$ cat config.mk
export PLATFORM = sky130hd
export DESIGN_NAME = seq_divider_flat
export DESIGN_NICKNAME = d
export VERILOG_FILES = /design/src/rtl/div_pkg.sv /design/src/rtl/seq_divider_if.sv /design/src/rtl/div_remainder_reg.sv /design/src/rtl/seq_divider.sv /design/src/flat_wrapper.sv
export SDC_FILE = /design/constraint.sdc
export NUM_CORES = 1
export LEC_CHECK = 0
export CAP_MARGIN = 5
export CORE_ASPECT_RATIO = 0.9
export CORE_MARGIN = 2
export CORE_UTILIZATION = 35
export CTS_CLUSTER_DIAMETER = 60
export CTS_CLUSTER_SIZE = 16
export DETAILED_ROUTE_END_ITERATION = 16
export GPL_ROUTABILITY_DRIVEN = 0
export PLACE_DENSITY = 0.6
export SLEW_MARGIN = 25
export SYNTH_ARGS = -nofsm -noshare
export SYNTH_HDL_FRONTEND = slang
export SYNTH_SLANG_ARGS = --single-unit
$ cat constraint.sdc
create_clock -name clk -period 4.4 [get_ports clk]
set_input_delay 0.88 -clock clk [delete_from_list [all_inputs] [get_ports clk]]
set_output_delay 0.88 -clock clk [all_outputs]
set_load 0.02 [all_outputs]
$ cat src/rtl/div_pkg.sv
// Shared definitions for the sequential divider slice.
//   div_state_t    : divider FSM states (IDLE, RUN, DONE)
//   DIV_WIDTH      : default operand width
//   DIV0_QUOTIENT  : quotient reported when dividing by zero (all ones)
package div_pkg;

    typedef enum logic [1:0] {
        IDLE = 2'd0,
        RUN  = 2'd1,
        DONE = 2'd2
    } div_state_t;

    localparam int DIV_WIDTH = 32;

    localparam logic [DIV_WIDTH-1:0] DIV0_QUOTIENT = '1;

endpackage

$ cat src/rtl/seq_divider_if.sv
// Request/result bundle between a divider client and seq_divider.
//   start, dividend, divisor               : client -> divider
//   busy, ready, div_by_zero,
//   quotient, remainder                    : divider -> client
// master = client side, slave = divider side.
interface seq_divider_if
    import div_pkg::*;
#(
    parameter int WIDTH = DIV_WIDTH
) ();

    logic             start;
    logic [WIDTH-1:0] dividend;
    logic [WIDTH-1:0] divisor;
    logic             busy;
    logic             ready;
    logic             div_by_zero;
    logic [WIDTH-1:0] quotient;
    logic [WIDTH-1:0] remainder;

    modport master (
        output start, dividend, divisor,
        input  busy, ready, div_by_zero, quotient, remainder
    );

    modport slave (
        input  start, dividend, divisor,
        output busy, ready, div_by_zero, quotient, remainder
    );

endinterface

$ cat src/rtl/div_remainder_reg.sv
// Combined {remainder, quotient} shift register of the restoring divider.
//   clk, rst   : clock, asynchronous active-high reset (clears the register)
//   load       : start a division, REM <= {0, dividend}
//   load_div0  : divide-by-zero result, REM <= {dividend, all ones}
//   step       : one restoring iteration against dvr
//   dividend   : operand captured by load / load_div0
//   dvr        : registered divisor
//   rem        : register contents; upper half remainder, lower half quotient
module div_remainder_reg
    import div_pkg::*;
#(
    parameter int WIDTH = DIV_WIDTH
) (
    input  logic               clk,
    input  logic               rst,
    input  logic               load,
    input  logic               load_div0,
    input  logic               step,
    input  logic [WIDTH-1:0]   dividend,
    input  logic [WIDTH-1:0]   dvr,
    output logic [2*WIDTH-1:0] rem
);

    logic [2*WIDTH-1:0] rem_reg;
    logic [2*WIDTH-1:0] rem_next;
    logic [WIDTH:0]     s_part;
    logic [WIDTH:0]     t_part;

    // The shifted partial remainder keeps the bit that falls out of the top
    // (bit W), so a partial remainder >= 2^(W-1) still compares correctly.
    assign s_part = rem_reg[2*WIDTH-1:WIDTH-1];
    assign t_part = s_part - {1'b0, dvr};

    always_comb begin
        rem_next = rem_reg;
        if (load) begin
            rem_next = {{WIDTH{1'b0}}, dividend};
        end else if (load_div0) begin
            rem_next = {dividend, {WIDTH{DIV0_QUOTIENT[0]}}};
        end else if (step) begin
            // Non-negative difference: keep it and shift in a quotient 1;
            // otherwise restore the shifted value and shift in a 0.
            if (!t_part[WIDTH]) begin
                rem_next = {t_part[WIDTH-1:0], rem_reg[WIDTH-2:0], 1'b1};
            end else begin
                rem_next = {s_part[WIDTH-1:0], rem_reg[WIDTH-2:0], 1'b0};
            end
        end
    end

    always_ff @(posedge clk or posedge rst) begin
        if (rst) begin
            rem_reg <= '0;
        end else begin
            rem_reg <= rem_next;
        end
    end

    assign rem = rem_reg;

endmodule

$ cat src/rtl/seq_divider.sv
// Multi-cycle unsigned restoring divider, one quotient bit per clock.
//   clk, rst : clock, asynchronous active-high reset
//   bus      : seq_divider_if slave port
//              start/dividend/divisor in; busy/ready/div_by_zero/quotient/remainder out
// The FSM, iteration counter and divisor register live here; the
// remainder/quotient shift register is div_remainder_reg.
module seq_divider
    import div_pkg::*;
#(
    parameter int WIDTH = DIV_WIDTH
) (
    input  logic          clk,
    input  logic          rst,
    seq_divider_if.slave  bus
);

    localparam int CNT_W = $clog2(WIDTH + 1);

    div_state_t         state_reg;
    div_state_t         state_next;
    logic [CNT_W-1:0]   count_reg;
    logic [CNT_W-1:0]   count_next;
    logic [WIDTH-1:0]   dvr_reg;
    logic [WIDTH-1:0]   dvr_next;
    logic               dz_reg;
    logic               dz_next;

    logic               accept;
    logic               divisor_zero;
    logic               busy;
    logic               ready;
    logic               load;
    logic               load_div0;
    logic               step;
    logic [2*WIDTH-1:0] rem;

    // start is only honoured outside RUN; operands are sampled on that edge.
    assign accept       = bus.start && ((state_reg == IDLE) || (state_reg == DONE));
    assign divisor_zero = (bus.divisor == '0);

    // State register
    always_ff @(posedge clk or posedge rst) begin
        if (rst) begin
            state_reg <= IDLE;
            count_reg <= '0;
            dvr_reg   <= '0;
            dz_reg    <= 1'b0;
        end else begin
            state_reg <= state_next;
            count_reg <= count_next;
            dvr_reg   <= dvr_next;
            dz_reg    <= dz_next;
        end
    end

    // Next-state logic
    always_comb begin
        state_next = state_reg;
        count_next = count_reg;
        dvr_next   = dvr_reg;
        dz_next    = dz_reg;
        case (state_reg)
            IDLE, DONE: begin
                if (accept) begin
                    if (divisor_zero) begin
                        state_next = DONE;
                        dz_next    = 1'b1;
                    end else begin
                        state_next = RUN;
                        count_next = CNT_W'(WIDTH);
                        dvr_next   = bus.divisor;
                        dz_next    = 1'b0;
                    end
                end
            end
            RUN: begin
                count_next = count_reg - CNT_W'(1);
                // count==1 means this edge performs the last iteration.
                if (count_reg == CNT_W'(1)) begin
                    state_next = DONE;
                end
            end
            default: begin
                state_next = IDLE;
            end
        endcase
    end

    // Outputs and datapath strobes
    always_comb begin
        busy      = (state_reg == RUN);
        ready     = (state_reg == DONE);
        step      = (state_reg == RUN);
        load      = accept && !divisor_zero;
        load_div0 = accept && divisor_zero;
    end

    div_remainder_reg #(
        .WIDTH(WIDTH)
    ) u_rem (
        .clk       (clk),
        .rst       (rst),
        .load      (load),
        .load_div0 (load_div0),
        .step      (step),
        .dividend  (bus.dividend),
        .dvr       (dvr_reg),
        .rem       (rem)
    );

    assign bus.busy        = busy;
    assign bus.ready       = ready;
    assign bus.div_by_zero = dz_reg;
    assign bus.quotient    = rem[WIDTH-1:0];
    assign bus.remainder   = rem[2*WIDTH-1:WIDTH];

endmodule

$ cat src/flat_wrapper.sv
// flat-port wrapper written by rule: the top's interface ports become plain ports
module seq_divider_flat import div_pkg::*;
#(
    parameter int WIDTH = DIV_WIDTH
)
  (clk, rst, bus_start, bus_dividend, bus_divisor, bus_busy, bus_ready, bus_div_by_zero, bus_quotient, bus_remainder);
  seq_divider_if #(.WIDTH(WIDTH)) bus_i ();
  input  logic clk;
  input  logic rst;
  input wire logic [$bits(bus_i.start)-1:0] bus_start;
  input wire logic [$bits(bus_i.dividend)-1:0] bus_dividend;
  input wire logic [$bits(bus_i.divisor)-1:0] bus_divisor;
  output wire logic [$bits(bus_i.busy)-1:0] bus_busy;
  output wire logic [$bits(bus_i.ready)-1:0] bus_ready;
  output wire logic [$bits(bus_i.div_by_zero)-1:0] bus_div_by_zero;
  output wire logic [$bits(bus_i.quotient)-1:0] bus_quotient;
  output wire logic [$bits(bus_i.remainder)-1:0] bus_remainder;
  assign bus_i.start = bus_start;
  assign bus_i.dividend = bus_dividend;
  assign bus_i.divisor = bus_divisor;
  assign bus_busy = bus_i.busy;
  assign bus_ready = bus_i.ready;
  assign bus_div_by_zero = bus_i.div_by_zero;
  assign bus_quotient = bus_i.quotient;
  assign bus_remainder = bus_i.remainder;
  seq_divider #(.WIDTH(WIDTH)) u_core (.clk(clk), .rst(rst), .bus(bus_i));
endmodule
# == Word-level counts from Yosys, hierarchy flattened ==
# Cells that the tools add are included.
# classes
n_reduce_logical,14
bitwise_logic,1
add_sub_neg,2
mux,12
n_eq_ne,6
# ops
op,count
64-bit 2-to-1 mux,4
33-bit by 32-bit subtractor with 33-bit output,1
32-bit logical NOT,1
6-bit 2-to-1 mux,2
6-bit one-hot mux with 2 select lines,1
6-bit by 1-bit equality test with 1-bit output (second input constant),1
2-bit 2-to-1 mux,3
3-bit AND reduction,2
6-bit by 1-bit subtractor with 6-bit output (second input constant),1
2-bit by 1-bit inequality test with 1-bit output (second input constant),2
2-bit one-hot mux with 2 select lines,1
2-bit AND reduction,2
1-bit logical AND,3
3-bit nonzero test,1
2-bit by 1-bit equality test with 1-bit output (second input constant),1
2-bit equality test (second input constant),1
2-bit logical NOT,1
2-bit inequality test (second input constant),1
2-bit nonzero test,1
2-bit OR reduction,1
1-bit logical NOT,1
1-bit logical OR,1
1-bit 2-to-1 mux,1
1-bit NOT,1
# word_totals
in_bits,67
regBits,105
wordCells,40
out_inout_bits,67

# == Logic depth before layout (Yosys ltp) ==
# Gate-level depths: netlist of the first run.
# depth
word_depth,6
depth_mapped,12
ltp_nobuf,11

# == Modules after synthesis ==
# From an unflattened synthesis of the first run, not the netlist that was laid out.
# unflattened
hier_cells,729
hier_area_um2,6947.9
# by_module_without_submodules
mod,seq_area_each_um2,n_inst,cells_each,area_per_inst_um2
div_remainder_reg,1601.5,1,601,5200.0
seq_divider,1026.0,1,128,1747.9

# == Least setup slack after synthesis of the first run ==
# Ideal clock, no wire load.
# synth_timing
path_kind,flip-flop to flip-flop
start,register u_core.u_rem.rem_reg[31] (netlist: u_core.u_rem.rem[31])
end,register u_core.u_rem.rem_reg[47] (netlist: u_core.u_rem.rem[47])
synth_period_minus_slack_ns,2.923
setup_ns,0.149
arrival_time_ns,2.774
slack_ns,1.477
t_required_ns,4.251
path_buffers,2
path_stages_with_launch,13
cell_sequence,dfrtp_1 > inv_1 > ha_1 > fa_1 > nand2b_1 > a211oi_2 > o21ai_2 > a211oi_2 > nor3_4 > xnor2_4 > buf_6 > buf_2 > a31oi_1
# synth_between
elab_chain_cells,5
# synth_lines
item,line,text
"start, declared",div_remainder_reg.sv:24,logic [2*WIDTH-1:0] rem_reg;
"start signal, assigned",div_remainder_reg.sv:55,rem_reg <= rem_next;
33-bit by 32-bit subtractor with 33-bit output,div_remainder_reg.sv:32,"assign t_part = s_part - {1'b0, dvr};"
64-bit 2-to-1 mux,div_remainder_reg.sv:43,if (!t_part[WIDTH]) begin
64-bit 2-to-1 mux,div_remainder_reg.sv:40,end else if (step) begin
64-bit 2-to-1 mux,div_remainder_reg.sv:38,end else if (load_div0) begin
64-bit 2-to-1 mux,div_remainder_reg.sv:36,if (load) begin
# Every way passes these cells. The select of a mux whose other input is x is not followed.
# A chain may end at the register's enable or synchronous reset.

# == Worst setup path in the final report of the first run ==
# layout_timing
start,input bus_divisor[0]
end,register u_core.u_rem.rem_reg[62] (netlist: u_core.u_rem.rem[62])
# layout_between
elab_chain_cells,4
elab_cells_between_ends,7
classes_between,mux: 2; reduce/logical: 5
# layout_lines
item,line,text
"start, declared",flat_wrapper.sv:12,input wire logic [$bits(bus_i.divisor)-1:0] bus_divisor;
32-bit logical NOT (*),seq_divider.sv:39,assign divisor_zero = (bus.divisor == '0);
1-bit logical AND / 1-bit logical NOT (equally long branches),"seq_divider.sv:95, seq_divider.sv:94",
64-bit 2-to-1 mux / 1-bit logical AND (equally long branches),"div_remainder_reg.sv:38, seq_divider.sv:94",
64-bit 2-to-1 mux / 3-bit nonzero test (equally long branches),-,
# Mark *: on every way between the ends. The rest lies on a longest branch, timed or not.

==> flow_summary_export.csv, run 1 <==
group,metric,value,unit
logic_synthesis,syn_nets,942,
placement,port_buffers,133,
setup_path,endpoint,"u_core.u_rem.rem[62]$_DFFE_PP0P_",
logic_synthesis,synth_edf_count,0,
hold_path,hold_path_depth,1,
route,first_pass_iters,5,
clock_tree,cts_resized,0,
setup_path,path_class,"input port to flip-flop",
global_route,grt_pass1_wl,35.0,mm
status,outcome,"complete, no violations",
global_route,grt_use_total,0.220,
setup_path,critPathLaunchType,"input port",
sta,finalSetupViolCount,0,
route,dr_wl_met3,1.94,mm
sta,relSlewSlack,0.372,
route,wl_met1,11.1,mm
clock_tree,clockBufferDepth,2,
die,row_count,48,
clock_tree,ctsHoldBuffers,0,
setup_path,end_kind,"flip-flop",
sta,worstMarginPinSlew,0.940,ns
global_route,grt_pass1_vias,6243,
sta,slew_violations,0,
clock_tree,htreeDepth,3,
layout,syn_to_final_growth,26.8,%
die,io_pins,134,
sta,min_period_over_period,0.771,
logic_synthesis,synth_cells,840,
logic_synthesis,synth_top_area_share,0.384,
sta,fin_tns_setup,0,ns
clock_tree,clock-sinks,105,
die,dieArea,20700,µm²
logic_synthesis,synth_top_area_cell,"dfrtp_1",
setup_path,regToRegSetupSlack,1.05,ns
global_route,overflow,0,
sta,rsz0062_at_grt,"false",
clock_tree,root_buffer,"clkbuf_16",
logic_synthesis,synth_area_per_cell,8.15,µm²
logic_synthesis,synthFlopType,"dfrtp_1",
setup_path,crit_path_max_fanout,29,
logic_synthesis,ys_top_cells_by_area,"dfrtp_1 38%, nand2_1 7.6%, ha_1 6.2%",
route,viasPerCell,5.53,
layout,nNetsFinal,1049,
logic_synthesis,yosysUniqueCellTypes,61,
logic_synthesis,ys_warn_count,0,
route,detail-route-antenna-nets,0,
hold_path,hold_path.class,"flip-flop to flip-flop",
sta,skew,0.0117,ns
setup_path,crit_arrival,3.68,ns
route,drc,0,
layout,drive_gt1_frac,0.0526,
logic_synthesis,synthMostInstantiatedCell,"nand2_1",
logic_synthesis,async_reset_ff_frac,1.00,
setup_path,ff2ff_path_depth,12,
route,maxUsedRoutingLayer,"met4",
logic_synthesis,ys_ff_latch,105,
placement,dp_hpwl,16.4,mm
clock_tree,tritoncts,"yes",
route,routed_wl,22.3,mm
logic_synthesis,ys_top_cells_by_count,"138 x nand2_1, 105 x dfrtp_1, 63 x a21oi_1",
setup_path,rr_startpoint,"u_core.u_rem.rem[31]$_DFFE_PP0P_",
logic_synthesis,seq_area_frac_synth,0.384,
flow_run,drv_cap,0,
setup_path,critical_path_required,4.69,ns
die,die_h,137,µm
route,drt_iter0_drc,487,
route,vias,6638,
die,die_w,151,µm
sta,layout_min_cycle_time,3.39,ns
layout,largest_reg_flops,64,
die,core,19200,µm²
clock_tree,insertion_delay,0.36,ns
sta,fmax,295,MHz
layout,insertedDiodeCount,0,
global_route,grt_max_degree,80,
route,wl_met2,9.10,mm
die,initial_core_util,0.357,
clock_tree,clkTransAtPathRegs,0.08,ns
global_route,antenna_found_initial,0,
clock_tree,cts_buffers,9,
logic_synthesis,netlist_area,6850,µm²
route,wl_per_cell,18.6,µm
clock_tree,post_cts_buffers,0,
sta,hold_viol_final,0,
setup_path,startpoint,"bus_divisor[0]",
setup_path,rr_endpoint,"u_core.u_rem.rem[36]$_DFFE_PP0P_",
routing by layer:
layer | GRT usage | vias to the layer above
li1 | - | 3225
met2 | 0.310 | 240
met1 | 0.342 | 3159
met5 | 0 | -
met4 | 0.0395 | 0
met3 | 0.0510 | 14
how the worst min path moves through the flow:
stage	start	endpoint	slack, ns
global route	u_core.count_reg[5]$_DFFE_PP0P_	u_core.count_reg[5]$_DFFE_PP0P_	0.51
CTS	u_core.dvr_reg[0]$_DFFE_PP0P_	u_core.dvr_reg[0]$_DFFE_PP0P_	0.49
global placement	u_core.bus.div_by_zero$_DFFE_PP0P_	u_core.bus.div_by_zero$_DFFE_PP0P_	0.47
floorplan	u_core.count_reg[5]$_DFFE_PP0P_	u_core.count_reg[5]$_DFFE_PP0P_	0.45
finish	u_core.bus.div_by_zero$_DFFE_PP0P_	u_core.bus.div_by_zero$_DFFE_PP0P_	0.49
detailed placement	u_core.dvr_reg[0]$_DFFE_PP0P_	u_core.dvr_reg[0]$_DFFE_PP0P_	0.47
final cells by class:
| type | count | area (µm²) |
|---|---|---|
| clock buffers | 10 | 229 |
| clock inverters | 5 | 38.8 |
| fillers | 1889 | 10500 |
| inverters | 40 | 153 |
| multi-input cells | 643 | 3870 |
| flip-flops and latches | 105 | 2630 |
| well taps | 250 | 313 |
| repair buffers | 148 | 1440 |
per-stage QoR:
stage                     std cells  setup WS (ns)  hold WS (ns)  utilization  area (µm²)
after floorplan                 840          0.759         0.446            -        6850
after global placement         1186          0.648         0.468        0.439        8410
after detailed placement       1186          0.613         0.468        0.439        8410
after CTS                      1201          0.980         0.487        0.453        8680
after global routing           1201          0.777         0.515        0.453        8680
final                          1201           1.01         0.487        0.453        8680
critical path: stages:
cell and delay [ns]:
clkdlybuf4s50_1 0.44, nor4_1 0.72, nand4_1 0.48, nor2_4 0.27
buf_4 0.33, a21oi_1 0.13, a221o_1 0.29, a31oi_1 0.13
cell families after synthesis:
group | after synthesis | share of synthesized area
compound gates | 248 | 0.226
xor+xnor | 30 | 0.0411
fa+ha+maj | 35 | 0.0651
buf+inv | 92 | 0.0532
flops | 105 | 0.384
mux | 13 | 0.0190
simple gates | 317 | 0.212
placed cells by master, fill, tap and decap left out, types with 4 or more instances in the layout:
cell / count
nand2b_1: 6
a211oi_2: 4
nand3_1: 23
xnor2_1: 16
nor3_1: 46
nor3b_1: 5
a21o_1: 10
nor4_1: 9
o21ai_1: 4
dfrtp_1: 105
a211oi_1: 13
nor2b_1: 8
o211ai_1: 4
a22oi_1: 8
buf_4: 15
nor2_1: 52
clkdlybuf4s50_1: 133
o21ai_0: 60
o31ai_1: 9
ha_1: 34
a21oi_1: 63
nand4_1: 9
inv_1: 38
a31oi_1: 45
clkbuf_16: 9
xor2_1: 13
mux2i_1: 13
nand2_1: 138
Power of run 1 is not shown: default switching activity piles up to over one toggle a cycle in this logic, so the estimate is an artifact.
==> run 2: changes to the inputs <==
==> constraint.sdc (replaced) <==
create_clock -name clk -period 3.15 [get_ports clk]
set_input_delay 0.63 -clock clk [delete_from_list [all_inputs] [get_ports clk]]
set_output_delay 0.63 -clock clk [all_outputs]
set_load 0.02 [all_outputs]
==> run 2 against run 1 <==
Clock-buffer cell count unchanged. Register-to-register slack got worse by 0.85 ns. Largest cell class unchanged. Sequential share of layout area decreased by 1.7 points. Non-clock buffer count increased by 46. Critical path type is now flip-flop to flip-flop. Via count increased by 2.5%. Flip-flop and latch count unchanged.
==> flow_summary_export.csv, run 2 (synthesis results as in run 1) <==
group,metric,value,unit
layout,nNetsFinal,1095,
setup_path,critPathLaunchType,"flip-flop",
die,initial_core_util,0.357,
layout,mostFrequentLayoutCell,"nand2_1",
global_route,overflow,0,
sta,relSlewSlack,0.488,
global_route,grt_pass1_vias,6559,
route,drt_iter0_drc,575,
clock_tree,insertion_delay,0.36,ns
setup_path,critPathBufInv,2,
clock_tree,cts_buffers,9,
route,routed_wl,23.1,mm
setup_path,crit_path_max_fanout,20,
clock_tree,clock-sinks,105,
clock_tree,ctsHoldBuffers,0,
clock_tree,post_cts_buffers,0,
die,die_h,137,µm
placement,post-place-cells,1232,
sta,layout_min_cycle_time,2.95,ns
die,dieArea,20700,µm²
layout,stdcell_count,1247,
global_route,grt_max_degree,59,
sta,hold_viol_final,0,
route,drc,0,
placement,dp_hpwl,17.5,mm
flow_run,drv_cap,0,
clock_tree,tritoncts,"yes",
route,vias,6805,
global_route,grt_pass1_wl,36.7,mm
layout,syn_to_final_growth,34.1,%
layout,final_area,9180,µm²
clock_tree,htreeDepth,3,
die,row_count,48,
clock_tree,clockBufferDepth,2,
layout,layout_common_cells,"138 x nand2_1, 133 x clkdlybuf4s50_1, 105 x dfrtp_1, 63 x a21oi_1, 60 x o21ai_0",
setup_path,critical_path_required,3.41,ns
power,power_leakage,3.88,nW
sta,min_period_over_period,0.935,
setup_path,crit_arrival,3.21,ns
route,viasPerCell,5.46,
clock_tree,cts_resized,0,
global_route,grt_use_total,0.232,
sta,skew,0.0133,ns
sta,rsz0062_at_grt,"false",
layout,n_fill_cell,1862,
status,outcome,"complete, no violations",
sta,finalSetupViolCount,0,
route,wl_per_cell,18.5,µm
setup_path,ff2ff_path_depth,12,
sta,slew_violations,0,
power,p_per_area,1460,nW/µm²
layout,drive_gt1_frac,0.0973,
setup_path,max_stage_delay,0.40,ns
route,detail-route-antenna-nets,0,
placement,port_buffers,133,
global_route,antenna_found_initial,0,
placement,post_dp_cell_area,8860,µm²
layout,largest_reg_flops,64,
setup_path,end_kind,"flip-flop",
die,core,19200,µm²
setup_path,crit_slowest_cell,"fa_1",
setup_path,path_class,"flip-flop to flip-flop",
sta,fmax,339,MHz
setup_path,cp.depth,12,
die,die_w,151,µm
setup_path,crit_chain,"inv_1 > ha_1 > fa_1 > nand2b_1 > a211oi_2 > o21ai_2 > a211oi_2 > nor3_4 > xnor2_4 > buf_12 > mux2i_1 > a211oi_1",
die,io_pins,134,
clock_tree,clkTransAtPathRegs,0.08,ns
sta,worstMarginPinSlew,0.761,ns
hold_path,hold_path_depth,1,
route,first_pass_iters,8,
setup_path,cp_top_family,"compound AO/OA/AOI/OAI gates",
hold_path,hold_path.class,"flip-flop to flip-flop",
setup_path,cp_common_cell,"a211oi_2",
power,ir_drop,0.530,mV
power,total_power,13.4,mW
layout,insertedDiodeCount,0,
clock_tree,root_buffer,"clkbuf_16",
run 2: metrics by stage:
stage           util  hold slack [ns]  TNS (ns)  setup slack, ns
3_3_place_gp   0.463            0.464     -3.38           -0.186
4_1_cts        0.479            0.478         0            0.217
5_1_grt        0.479            0.494         0          0.00894
2_1_floorplan      -            0.446         0            0.227
6_report       0.479            0.485         0            0.204
3_5_place_dp   0.463            0.469    -0.396          -0.0935
run 2: power by group:
part	switching, mW	total (mW)	internal [mW]
Clock	0.552	1.25	0.702
Sequential	0.614	2.70	2.09
Combinational	5.32	9.46	4.14
run 2: final timing paths:
| check | start | endpoint | slack (ns) |
|---|---|---|---|
| setup / recovery | u_core.u_rem.rem[31]$_DFFE_PP0P_ | u_core.u_rem.rem[50]$_DFFE_PP0P_ | 0.20 |
| max in group asynchronous | rst | u_core.u_rem.rem[19]$_DFFE_PP0P_ | 1.61 |
| hold / removal | u_core.bus.div_by_zero$_DFFE_PP0P_ | u_core.bus.div_by_zero$_DFFE_PP0P_ | 0.48 |
| hold reg to reg | u_core.bus.div_by_zero$_DFFE_PP0P_ | u_core.bus.div_by_zero$_DFFE_PP0P_ | 0.48 |
| min in group asynchronous | rst | u_core.u_rem.rem[35]$_DFFE_PP0P_ | 0.70 |
| setup reg to reg | u_core.u_rem.rem[31]$_DFFE_PP0P_ | u_core.u_rem.rem[50]$_DFFE_PP0P_ | 0.20 |
run 2: cell type report:
class                   count  area [µm²]  area share
inverters                  40         154      0.0168
well taps                 250         313      0.0341
flip-flops and latches    105        2630       0.286
multi-input cells         643        3880       0.423
clock inverters             5        87.6     0.00954
repair buffers            194        1890       0.206
clock buffers              10         229      0.0249
run 2: per-layer routing:
layer / part of all wire / global-route usage
met5: 0 / 0
met4: 0.017 / 0.0566
met3: 0.082 / 0.0543
met2: 0.40 / 0.315
met1: 0.50 / 0.365
(Power assumes the default switching activity.)
